`config.mk`:
```
export PLATFORM = sky130hd
export DESIGN_NAME = mtx_mul_sched_flat
export DESIGN_NICKNAME = d
export VERILOG_FILES = /design/src/rtl/mtx_pkg.sv /design/src/rtl/mtx_mul_sched_if.sv /design/src/rtl/rr_arb2.sv /design/src/rtl/mtx_mul_sched.sv /design/src/flat_wrapper.sv
export SDC_FILE = /design/constraint.sdc
export NUM_CORES = 1
export LEC_CHECK = 0
export ABC_AREA = 1
export BUFFER_PORTS_ARGS = -buffer_cell sky130_fd_sc_hd__buf_2
export CORE_UTILIZATION = 25
export CTS_CLUSTER_DIAMETER = 60
export DETAILED_ROUTE_END_ITERATION = 12
export PLACE_DENSITY = 0.54
export SLEW_MARGIN = 15
export SYNTH_ARGS = -nofsm -noshare
export SYNTH_HDL_FRONTEND = slang
export SYNTH_SLANG_ARGS = --single-unit
```
`constraint.sdc`:
```
create_clock -name clk -period 2.73 [get_ports clk]
set_input_delay 0.6825 -clock clk [delete_from_list [all_inputs] [get_ports clk]]
set_output_delay 0.6825 -clock clk [all_outputs]
set_load 0.03 [all_outputs]
```
`src/rtl/mtx_pkg.sv`:
```
// Shared definitions for the matrix-multiply scheduler: controller states and
// operand/product geometry of the 4x4 8-bit engine.
package mtx_pkg;
  localparam int N_ELEM = 16;
  localparam int ELEM_W = 8;
  localparam int PROD_W = 18;
  localparam int IDX_W  = 4;

  typedef enum logic [2:0] {
    S_IDLE,
    S_LOAD,
    S_WAIT,
    S_DRAIN,
    S_DONE,
    S_ABORT
  } state_t;
endpackage

```
`src/rtl/mtx_mul_sched_if.sv`:
```
// Client- and engine-side signal bundle of the scheduler; master is the
// scheduler, slave is the surrounding clients plus engine.
interface mtx_mul_sched_if;
  import mtx_pkg::*;

  logic [1:0]        req;
  logic [ELEM_W-1:0] m1_0;
  logic [ELEM_W-1:0] m2_0;
  logic [ELEM_W-1:0] m1_1;
  logic [ELEM_W-1:0] m2_1;
  logic [1:0]        gnt;
  logic [1:0]        rd;
  logic              eng_load;
  logic [ELEM_W-1:0] eng_m1;
  logic [ELEM_W-1:0] eng_m2;
  logic [PROD_W-1:0] eng_mp;
  logic              eng_ready;
  logic              res_valid;
  logic [PROD_W-1:0] res_data;
  logic [IDX_W-1:0]  res_idx;
  logic              res_owner;
  logic [1:0]        done;
  logic [1:0]        err;

  modport master (
    input  req, m1_0, m2_0, m1_1, m2_1, eng_mp, eng_ready,
    output gnt, rd, eng_load, eng_m1, eng_m2,
    output res_valid, res_data, res_idx, res_owner, done, err
  );

  modport slave (
    output req, m1_0, m2_0, m1_1, m2_1, eng_mp, eng_ready,
    input  gnt, rd, eng_load, eng_m1, eng_m2,
    input  res_valid, res_data, res_idx, res_owner, done, err
  );
endinterface

```
`src/rtl/rr_arb2.sv`:
```
// Two-way round-robin arbiter: a lone requester always wins, a tie goes to the
// requester that was not served last. Grant is zero while disabled.
module rr_arb2 (
  input  logic [1:0] req,
  input  logic       last_served,
  input  logic       en,
  output logic [1:0] grant
);
  always_comb begin
    grant = 2'b00;
    if (en) begin
      unique case (req)
        2'b01:   grant = 2'b01;
        2'b10:   grant = 2'b10;
        2'b11:   grant = last_served ? 2'b01 : 2'b10;
        default: grant = 2'b00;
      endcase
    end
  end
endmodule

```
`src/rtl/mtx_mul_sched.sv`:
```
// Shares one 4x4 matrix-multiply engine between two requesters: round-robin
// grant, 16-cycle operand load, then collection of the 16 engine products.
module mtx_mul_sched #(
  parameter int TIMEOUT = 64,
  parameter int N_ELEM  = mtx_pkg::N_ELEM
) (
  input logic             clk,
  input logic             rst_n,
  mtx_mul_sched_if.master bus
);
  localparam int IDX_W  = mtx_pkg::IDX_W;
  localparam int PROD_W = mtx_pkg::PROD_W;
  localparam int CNT_W  = $clog2(TIMEOUT + 1);
  localparam logic [IDX_W-1:0] LAST_IDX  = IDX_W'(N_ELEM - 1);
  localparam logic [CNT_W-1:0] LAST_WAIT = CNT_W'(TIMEOUT - 1);

  mtx_pkg::state_t   state;
  mtx_pkg::state_t   state_nxt;
  logic [1:0]        gnt_q;
  logic [1:0]        arb_gnt;
  logic              arb_en;
  logic [IDX_W-1:0]  k_q;
  logic [IDX_W-1:0]  rcnt_q;
  logic [CNT_W-1:0]  wcnt_q;
  logic              last_q;
  logic              capture;
  logic              res_valid_q;
  logic [PROD_W-1:0] res_data_q;
  logic [IDX_W-1:0]  res_idx_q;
  logic              res_owner_q;

  assign arb_en = (state == mtx_pkg::S_IDLE);

  rr_arb2 u_arb (
    .req         (bus.req),
    .last_served (last_q),
    .en          (arb_en),
    .grant       (arb_gnt)
  );

  // Every ready sample in WAIT or DRAIN is a product; the first one is index 0.
  assign capture = bus.eng_ready &&
                   (state == mtx_pkg::S_WAIT || state == mtx_pkg::S_DRAIN);

  always_comb begin
    state_nxt = state;
    unique case (state)
      mtx_pkg::S_IDLE:  if (arb_gnt != 2'b00) state_nxt = mtx_pkg::S_LOAD;
      mtx_pkg::S_LOAD:  if (k_q == LAST_IDX) state_nxt = mtx_pkg::S_WAIT;
      mtx_pkg::S_WAIT: begin
        if (bus.eng_ready)           state_nxt = mtx_pkg::S_DRAIN;
        else if (wcnt_q == LAST_WAIT) state_nxt = mtx_pkg::S_ABORT;
      end
      mtx_pkg::S_DRAIN: begin
        if (!bus.eng_ready)          state_nxt = mtx_pkg::S_ABORT;
        else if (rcnt_q == LAST_IDX) state_nxt = mtx_pkg::S_DONE;
      end
      mtx_pkg::S_DONE:  state_nxt = mtx_pkg::S_IDLE;
      mtx_pkg::S_ABORT: state_nxt = mtx_pkg::S_IDLE;
      default:          state_nxt = mtx_pkg::S_IDLE;
    endcase
  end

  always_comb begin
    bus.eng_load = 1'b0;
    bus.rd       = 2'b00;
    bus.done     = 2'b00;
    bus.err      = 2'b00;
    unique case (state)
      mtx_pkg::S_LOAD: begin
        bus.eng_load = 1'b1;
        bus.rd       = gnt_q;
      end
      mtx_pkg::S_DONE:  bus.done = gnt_q;
      mtx_pkg::S_ABORT: bus.err  = gnt_q;
      default: ;
    endcase
  end

  // Engine operands follow the granted port; nothing is granted means zero.
  always_comb begin
    bus.eng_m1 = '0;
    bus.eng_m2 = '0;
    if (gnt_q[0]) begin
      bus.eng_m1 = bus.m1_0;
      bus.eng_m2 = bus.m2_0;
    end else if (gnt_q[1]) begin
      bus.eng_m1 = bus.m1_1;
      bus.eng_m2 = bus.m2_1;
    end
  end

  always_ff @(posedge clk or negedge rst_n) begin
    if (!rst_n) begin
      state  <= mtx_pkg::S_IDLE;
      gnt_q  <= 2'b00;
      k_q    <= '0;
      wcnt_q <= '0;
      rcnt_q <= '0;
      last_q <= 1'b1;
    end else begin
      state <= state_nxt;
      unique case (state)
        mtx_pkg::S_IDLE: begin
          gnt_q  <= arb_gnt;
          k_q    <= '0;
          wcnt_q <= '0;
          rcnt_q <= '0;
        end
        mtx_pkg::S_LOAD: k_q <= k_q + 1'b1;
        mtx_pkg::S_WAIT: if (!bus.eng_ready) wcnt_q <= wcnt_q + 1'b1;
        mtx_pkg::S_DONE, mtx_pkg::S_ABORT: begin
          gnt_q  <= 2'b00;
          last_q <= gnt_q[1];
        end
        default: ;
      endcase
      if (capture) rcnt_q <= rcnt_q + 1'b1;
    end
  end

  // Result register: one cycle behind the engine sample, product passed unmodified.
  always_ff @(posedge clk or negedge rst_n) begin
    if (!rst_n) begin
      res_valid_q <= 1'b0;
      res_data_q  <= '0;
      res_idx_q   <= '0;
      res_owner_q <= 1'b0;
    end else begin
      res_valid_q <= capture;
      if (capture) begin
        res_data_q  <= bus.eng_mp;
        res_idx_q   <= rcnt_q;
        res_owner_q <= gnt_q[1];
      end
    end
  end

  assign bus.gnt       = gnt_q;
  assign bus.res_valid = res_valid_q;
  assign bus.res_data  = res_data_q;
  assign bus.res_idx   = res_idx_q;
  assign bus.res_owner = res_owner_q;
endmodule

```
`src/flat_wrapper.sv`:
```
// flat-port wrapper written by rule: the top's interface ports become plain ports
module mtx_mul_sched_flat 
#(
  parameter int TIMEOUT = 64,
  parameter int N_ELEM  = mtx_pkg::N_ELEM
)
  (clk, rst_n, bus_req, bus_m1_0, bus_m2_0, bus_m1_1, bus_m2_1, bus_eng_mp, bus_eng_ready, bus_gnt, bus_rd, bus_eng_load, bus_eng_m1, bus_eng_m2, bus_res_valid, bus_res_data, bus_res_idx, bus_res_owner, bus_done, bus_err);
  mtx_mul_sched_if bus_i ();
  input logic clk;
  input logic rst_n;
  input wire logic [$bits(bus_i.req)-1:0] bus_req;
  input wire logic [$bits(bus_i.m1_0)-1:0] bus_m1_0;
  input wire logic [$bits(bus_i.m2_0)-1:0] bus_m2_0;
  input wire logic [$bits(bus_i.m1_1)-1:0] bus_m1_1;
  input wire logic [$bits(bus_i.m2_1)-1:0] bus_m2_1;
  input wire logic [$bits(bus_i.eng_mp)-1:0] bus_eng_mp;
  input wire logic [$bits(bus_i.eng_ready)-1:0] bus_eng_ready;
  output wire logic [$bits(bus_i.gnt)-1:0] bus_gnt;
  output wire logic [$bits(bus_i.rd)-1:0] bus_rd;
  output wire logic [$bits(bus_i.eng_load)-1:0] bus_eng_load;
  output wire logic [$bits(bus_i.eng_m1)-1:0] bus_eng_m1;
  output wire logic [$bits(bus_i.eng_m2)-1:0] bus_eng_m2;
  output wire logic [$bits(bus_i.res_valid)-1:0] bus_res_valid;
  output wire logic [$bits(bus_i.res_data)-1:0] bus_res_data;
  output wire logic [$bits(bus_i.res_idx)-1:0] bus_res_idx;
  output wire logic [$bits(bus_i.res_owner)-1:0] bus_res_owner;
  output wire logic [$bits(bus_i.done)-1:0] bus_done;
  output wire logic [$bits(bus_i.err)-1:0] bus_err;
  assign bus_i.req = bus_req;
  assign bus_i.m1_0 = bus_m1_0;
  assign bus_i.m2_0 = bus_m2_0;
  assign bus_i.m1_1 = bus_m1_1;
  assign bus_i.m2_1 = bus_m2_1;
  assign bus_i.eng_mp = bus_eng_mp;
  assign bus_i.eng_ready = bus_eng_ready;
  assign bus_gnt = bus_i.gnt;
  assign bus_rd = bus_i.rd;
  assign bus_eng_load = bus_i.eng_load;
  assign bus_eng_m1 = bus_i.eng_m1;
  assign bus_eng_m2 = bus_i.eng_m2;
  assign bus_res_valid = bus_i.res_valid;
  assign bus_res_data = bus_i.res_data;
  assign bus_res_idx = bus_i.res_idx;
  assign bus_res_owner = bus_i.res_owner;
  assign bus_done = bus_i.done;
  assign bus_err = bus_i.err;
  mtx_mul_sched #(.TIMEOUT(TIMEOUT), .N_ELEM(N_ELEM)) u_core (.clk(clk), .rst_n(rst_n), .bus(bus_i));
endmodule
```
==> results of run 1 <==
Yosys cell counts (all sizes together):
master / count / area (um2)
nand3: 34 / 175
a21oi: 6 / 30.0
buf: 8 / 53.8
a22o: 1 / 8.76
clkbuf: 4 / 15.0
xor2: 3 / 26.3
ha: 3 / 37.5
o21ai: 12 / 75.1
nand3b: 1 / 11.3
nand4: 2 / 12.5
inv: 27 / 104
o21bai: 2 / 15.0
o31ai: 1 / 7.51
o22ai: 4 / 31.3
nor3: 2 / 10.0
dfrtp: 44 / 1100
nor2: 21 / 91.3
nand2: 133 / 517
dfstp: 1 / 26.3
xnor2: 1 / 8.76
registers in the layout (all words and copies together), names as in the netlist:
register,flops
u_core.bus.gnt,2
u_core.state,3
u_core.last_q,1
u_core.bus.res_data,18
u_core.k_q,4
u_core.bus.res_owner,1
u_core.bus.res_valid,1
u_core.rcnt_q,4
u_core.bus.res_idx,4
u_core.wcnt_q,7
path summary, 6_finish.rpt:
check	start	to	slack [ps]	depth (start not counted)
setup / recovery	u_core.bus.gnt[1]	bus_rd[1]	510	3
hold / removal	rst_n	u_core.bus.res_data[2]	460	2
setup reg to reg	u_core.state[1]	u_core.rcnt_q[3]	1300	6
hold reg to reg	u_core.bus.res_data[1]	u_core.bus.res_data[1]	470	2
max in group asynchronous	rst_n	u_core.last_q	1890	2
min in group clk	u_core.bus.res_data[1]	u_core.bus.res_data[1]	470	2
area by class of cell:
cell class	count	area (um2)
clock inverters	2	15.0
multi-input cells	226	1060
fillers	981	6140
clock buffers	6	72.6
repair buffers	106	538
flip-flops and latches	45	1130
well taps	111	139
inverters	27	104
cells in the final DEF, fill, tap and decap left out, drive strengths merged, types with 2 or more instances in the layout:
cell | Yosys | layout
clkbuf | 4 | 6
a21oi | 6 | 6
o22ai | 4 | 4
xor2 | 3 | 3
ha | 3 | 3
nand2 | 133 | 133
o21bai | 2 | 2
nand4 | 2 | 2
nor3 | 2 | 2
o21ai | 12 | 12
buf | 8 | 106
inv | 27 | 27
nand3 | 34 | 34
nor2 | 21 | 21
dfrtp | 44 | 44
clkinvlp | 0 | 2
cell families (layout without fill, tap and decap cells):
kind of cell    after synthesis  count (layout)
flops                        45              45
compound gates               26              26
xor+xnor                      4               4
buf+inv                      39             141
fa+ha+maj                     3               3
simple gates                193             193
critical path: stages, from the launching register on:
cell and delay, ps:
dfrtp_1 720, inv_1 180, nor2_1 140, buf_2 210
routing by layer:
| metal | up-vias | GRT usage [%] | wire, um |
|---|---|---|---|
| li1 | 1180 | - | - |
| met4 | 0 | 3.05 | 49 |
| met3 | 5 | 2.67 | 303 |
| met2 | 60 | 18.8 | 2580 |
| met5 | - | 0 | 0 |
| met1 | 1003 | 14.8 | 2630 |
where the power goes:
part           total (mW)  switching [mW]  internal, mW
Sequential           1.10           0.198         0.907
Clock               0.414           0.233         0.181
Combinational        1.83            1.30         0.531
per-stage QoR:
stage,power [mW],instances,util (%)
after global placement,2.95,515,32.2
final,3.35,523,33.2
after floorplan,2.48,310,-
after detailed placement,2.98,515,32.2
after global routing,3.63,523,33.2
after CTS,3.40,523,33.2
==> metrics.md, run 1 <==
| Metric | Value |
|---|---|
| Outcome | completed |
| DIE AREA | 9820 um2 |
| CTS sink count | 45 |
| Final Hold Viols | 0 |
| Postcts setup bufs | 0 |
| Final setup margin | 507 ps |
| Main combinational cell family by area after synthesis | simple AND/OR/NAND/NOR gates |
| Initial Util | 25.6% |
| Max Transition Viols Final | 0 |
| Worst-Skew Late Latency | 290 ps |
| Syn_area_per_cell | 7.60 um2 |
| Die Span Y | 99.1 um |
| DRT iter0 DRCs | 100 |
| Final setup TNS | 0 ps |
| Mux cell area share after synthesis | 0% |
| Synth Cell Area | 2360 um2 |
| RSZ-0062 raised after global routing | no |
| Rel. slew slack | 61.0% |
| Post-Synth Adder-Cell Area | 1.59% |
| Worst Path Max Fanout | 19 |
| Compound-cell area share of the yosys netlist | 7.11% |
| Core Footprint | 9200 um2 |
| Syn. warnings | 0 |
| Worst EP required | 2050 ps |
| Synthesized Nets | 368 |
| DRC | 0 |
| Worst EP arrival | 1540 ps |
| Simple-gate area share of the yosys netlist | 34.7% |
| Clock root cell | clkbuf_8 |
| Largest net degree at the start of global routing | 46 |
| First-pass GRT wire length | 9.11 mm |
| Crit start category | flip-flop |
| Antenna-violating nets left | 0 |
| Antenna violations before repair | 0 |
| Tmin final | 2220 ps |
| Worst-Margin Slew | 585 ps |
| GRT overflow | 0 |
| CTS clk-pin slew, worst paths | 90 ps |
| Die width | 99.1 um |
| Mapped Cells | 310 |
| PD cells | 1100 nW/um2 |
| Sequential element share of the synthesized area | 47.8% |
| GPL Wtd Cong | 0.810 |
| CTS tree | yes |
| Yosys cell types | 32 |
| Max Root-Sink Buffers | 2 |
| Pre-antenna DRT Iters | 6 |
| Final #Nets | 469 |
| Worst slack, placed | 814 ps |
| Max Cap Viol | 0 |
| F_max | 450 MHz |
| Routed vias | 2,248 |
| Post-route clock skew | 6.95 ps |
| ANT cells | 0 |
| Vias in the first global route | 1,988 |
| Yosys reg bits | 45 |
| HPWL Detailed | 4.03 mm |
| Post-CTS Resized | 0 |
| Vias per cell | 4.30 |
| # setup viols final | 0 |
| TritonCTS buffer count | 5 |
| Final period utilization | 81.4% |
| Site Rows | 35 |
| # hold bufs at CTS | 0 |
| Drt total wl | 5.56 mm |
| Number of buffers added on ports | 103 |
| IO Pins | 104 |
| Placed Area | 2970 um2 |
| Post-route design area | 3050 um2 |
| Leak | 1.75 nW |
| Post-synthesis xor/xnor area fraction | 1.49% |
| Hold slack | 462 ps |
| Worst hold path class | in -> async |
| Layout cells sized above 1 | 33.3% |
| GRT Total Usage | 11.3% |
| WL per Instance | 10.6 um |
| # H-tree levels | 2 |
| Max rail drop VDD | 0.000403 V |
| Worst setup EP type | primary output |
| Area Growth Syn to Fin | 29.5% |
| WS Path Type | reg -> out |
Power figures use the tool's default switching activity.
==> inputs of run 2 (changes only) <==
--- a/config.mk
+++ b/config.mk
@@ -10,7 +10,7 @@
 export CORE_UTILIZATION = 25
 export CTS_CLUSTER_DIAMETER = 60
 export DETAILED_ROUTE_END_ITERATION = 12
-export PLACE_DENSITY = 0.54
+export PLACE_DENSITY = 0.55
 export SLEW_MARGIN = 15
 export SYNTH_ARGS = -nofsm -noshare
 export SYNTH_HDL_FRONTEND = slang
==> constraint.sdc (replaced) <==
create_clock -name clk -period 1.96 [get_ports clk]
set_input_delay 0.49 -clock clk [delete_from_list [all_inputs] [get_ports clk]]
set_output_delay 0.49 -clock clk [all_outputs]
set_load 0.03 [all_outputs]
==> metrics.md, run 2 (synthesis gave the netlist of run 1 again) <==
| Metric | Value |
|---|---|
| Critical path endpoint | bus_err[0] |
| Vias in the first global route | 2,039 |
| Tmin final | 1890 ps |
| Die Span Y | 99.1 um |
| Routed vias | 2,271 |
| Max Root-Sink Buffers | 2 |
| DRT iter0 DRCs | 76 |
| CTS tree | yes |
| Reg-to-Reg Start | u_core.state[2] |
| TritonCTS buffer count | 5 |
| Antenna-violating nets left | 0 |
| PD cells | 1560 nW/um2 |
| Multi-input logic area | 1070 um2 |
| DIE AREA | 9820 um2 |
| Crit Reg-Reg Endpoint | u_core.rcnt_q[3] |
| Final Hold Viols | 0 |
| Met2 WL post-DR | 2.57 mm |
| Outcome | completed |
| Fill cells | 982 |
| First-pass GRT wire length | 9.27 mm |
| HPWL Detailed | 4.02 mm |
| Initial Util | 25.6% |
| Vias per cell | 4.30 |
| GRT overflow | 0 |
| Crit-path slowest cell | dfrtp_2 |
| # H-tree levels | 2 |
| Antenna violations before repair | 0 |
| Worst Path Max Fanout | 7 |
| F_max | 530 MHz |
| Final setup margin | 73.5 ps |
| RSZ-0062 raised after global routing | yes |
| Worst setup EP type | primary output |
| Most frequent cells in the layout | 128 x nand2_1, 100 x buf_2, 41 x dfrtp_1, 33 x nand3_1, 18 x inv_1 |
| Crit path cell chain | nor2_2 > inv_1 > nor3_1 > buf_4 |
| CTS sink count | 45 |
| DRC | 0 |
| Final period utilization | 96.3% |
| Site Rows | 35 |
| Area Growth Syn to Fin | 33.8% |
| Worst hold path class | in -> async |
| Core Footprint | 9200 um2 |
| Largest net degree at the start of global routing | 46 |
| Final Power | 4.90 mW |
| GRT Total Usage | 11.4% |
| Post-route clock skew | 5.53 ps |
| WS Path Type | reg -> out |
| Final #Nets | 474 |
| Max Transition Viols Final | 0 |
| Worst EP required | 1470 ps |
| Drt total wl | 5.64 mm |
| Max Cap Viol | 0 |
| Met1 WL | 2.84 mm |
| FF-to-FF setup slack | 530 ps |
| # setup viols final | 0 |
| Worst-Skew Late Latency | 300 ps |
| Worst Reg2Reg Path Length in Cells | 7 |
| FF+latch area | 1130 um2 |
| Worst-Margin Slew | 567 ps |
| Commonest non-fill, non-tap cell in the layout | nand2_1 |
| Rel. slew slack | 62.2% |
| CTS clk-pin slew, worst paths | 90 ps |
| Final setup TNS | 0 ps |
| Layout cells sized above 1 | 35.3% |
| Clock root cell | clkbuf_8 |
| Max reg flops | 18 |
| Top routing layer in use | met3 |
| Crit path largest cell delay | 470 ps |
| Leak | 1.79 nW |
| ANT cells | 0 |
| Worst EP arrival | 1400 ps |
| GPL Wtd Cong | 0.828 |
| Crit start category | flip-flop |
| WL per Instance | 10.7 um |
| DR WL met3 | 237 um |
| Die width | 99.1 um |
| Number of buffers added on ports | 103 |
| IO Pins | 104 |
| Worst slack, placed | 267 ps |
| Pre-antenna DRT Iters | 4 |
| Max rail drop VDD | 0.000610 V |
| CP startpoint | u_core.state[1] |
-- run 2: repair_timing --
item / in CTS / in global routing
gates cloned: 0 / 1
buffers inserted: 0 / 3
hold endpoints to repair: 0 / 0
setup endpoints to repair: 19 / 21
gates resized for setup: 4 / 6
hold buffers: 0 / 0
-- run 2: stage by stage --
| stage | util [%] | cell area (um2) | hold slack, ps | instances |
|---|---|---|---|---|
| 4_1_cts | 33.9 | 3110 | 167 | 524 |
| 6_report | 34.3 | 3150 | 165 | 528 |
| 5_1_grt | 34.3 | 3150 | 168 | 528 |
| 3_5_place_dp | 32.5 | 2990 | 453 | 516 |
| 2_1_floorplan | - | 2360 | 194 | 310 |
| 3_3_place_gp | 32.5 | 2990 | 448 | 516 |
-- run 2: power breakdown --
| part | leakage (nW) | switching [mW] | internal, mW |
|---|---|---|---|
| registers | 0.580 | 0.249 | 1.27 |
| logic | 1.15 | 1.87 | 0.799 |
| clock network | 0.0554 | 0.332 | 0.383 |
| total | 1.79 | 2.45 | 2.45 |
-- run 2: area by class of cell --
cell class / instances / share of cell area (%)
Clock buffer: 6 / 2.30
Clock inverter: 2 / 1.23
Inverter: 27 / 3.41
Multi-Input combinational cell: 226 / 33.9
Sequential cell: 45 / 35.9
Tap cell: 111 / 4.40
Timing Repair Buffer: 110 / 18.7
Timing Repair inverter: 1 / 0.238
-- run 2: worst min path at each step --
stage,endpoint,start,cells past startpoint,slack [ps]
floorplan,u_core.bus.gnt[0],rst_n,0,190
global placement,u_core.bus.res_data[14],u_core.bus.res_data[14],2,450
detailed placement,u_core.bus.res_data[13],u_core.bus.res_data[13],2,450
CTS,u_core.bus.res_data[8],rst_n,2,170
global route,u_core.bus.res_data[8],rst_n,2,170
finish,u_core.bus.res_valid,rst_n,2,170
-- run 2: worst max-delay path, delay by kind of cell (launching register included) --
kind | cells | cell delay [ps]
AND/OR/NAND/NOR | 2 | 340
flip-flops | 1 | 470
buffers and inverters | 2 | 290
-- run 2: routing by layer --
metal,GRT usage (%),up-vias
li1,-,1190
met1,16.2,1024
met2,18.3,57
met3,2.39,0
met4,1.70,0
met5,0,-
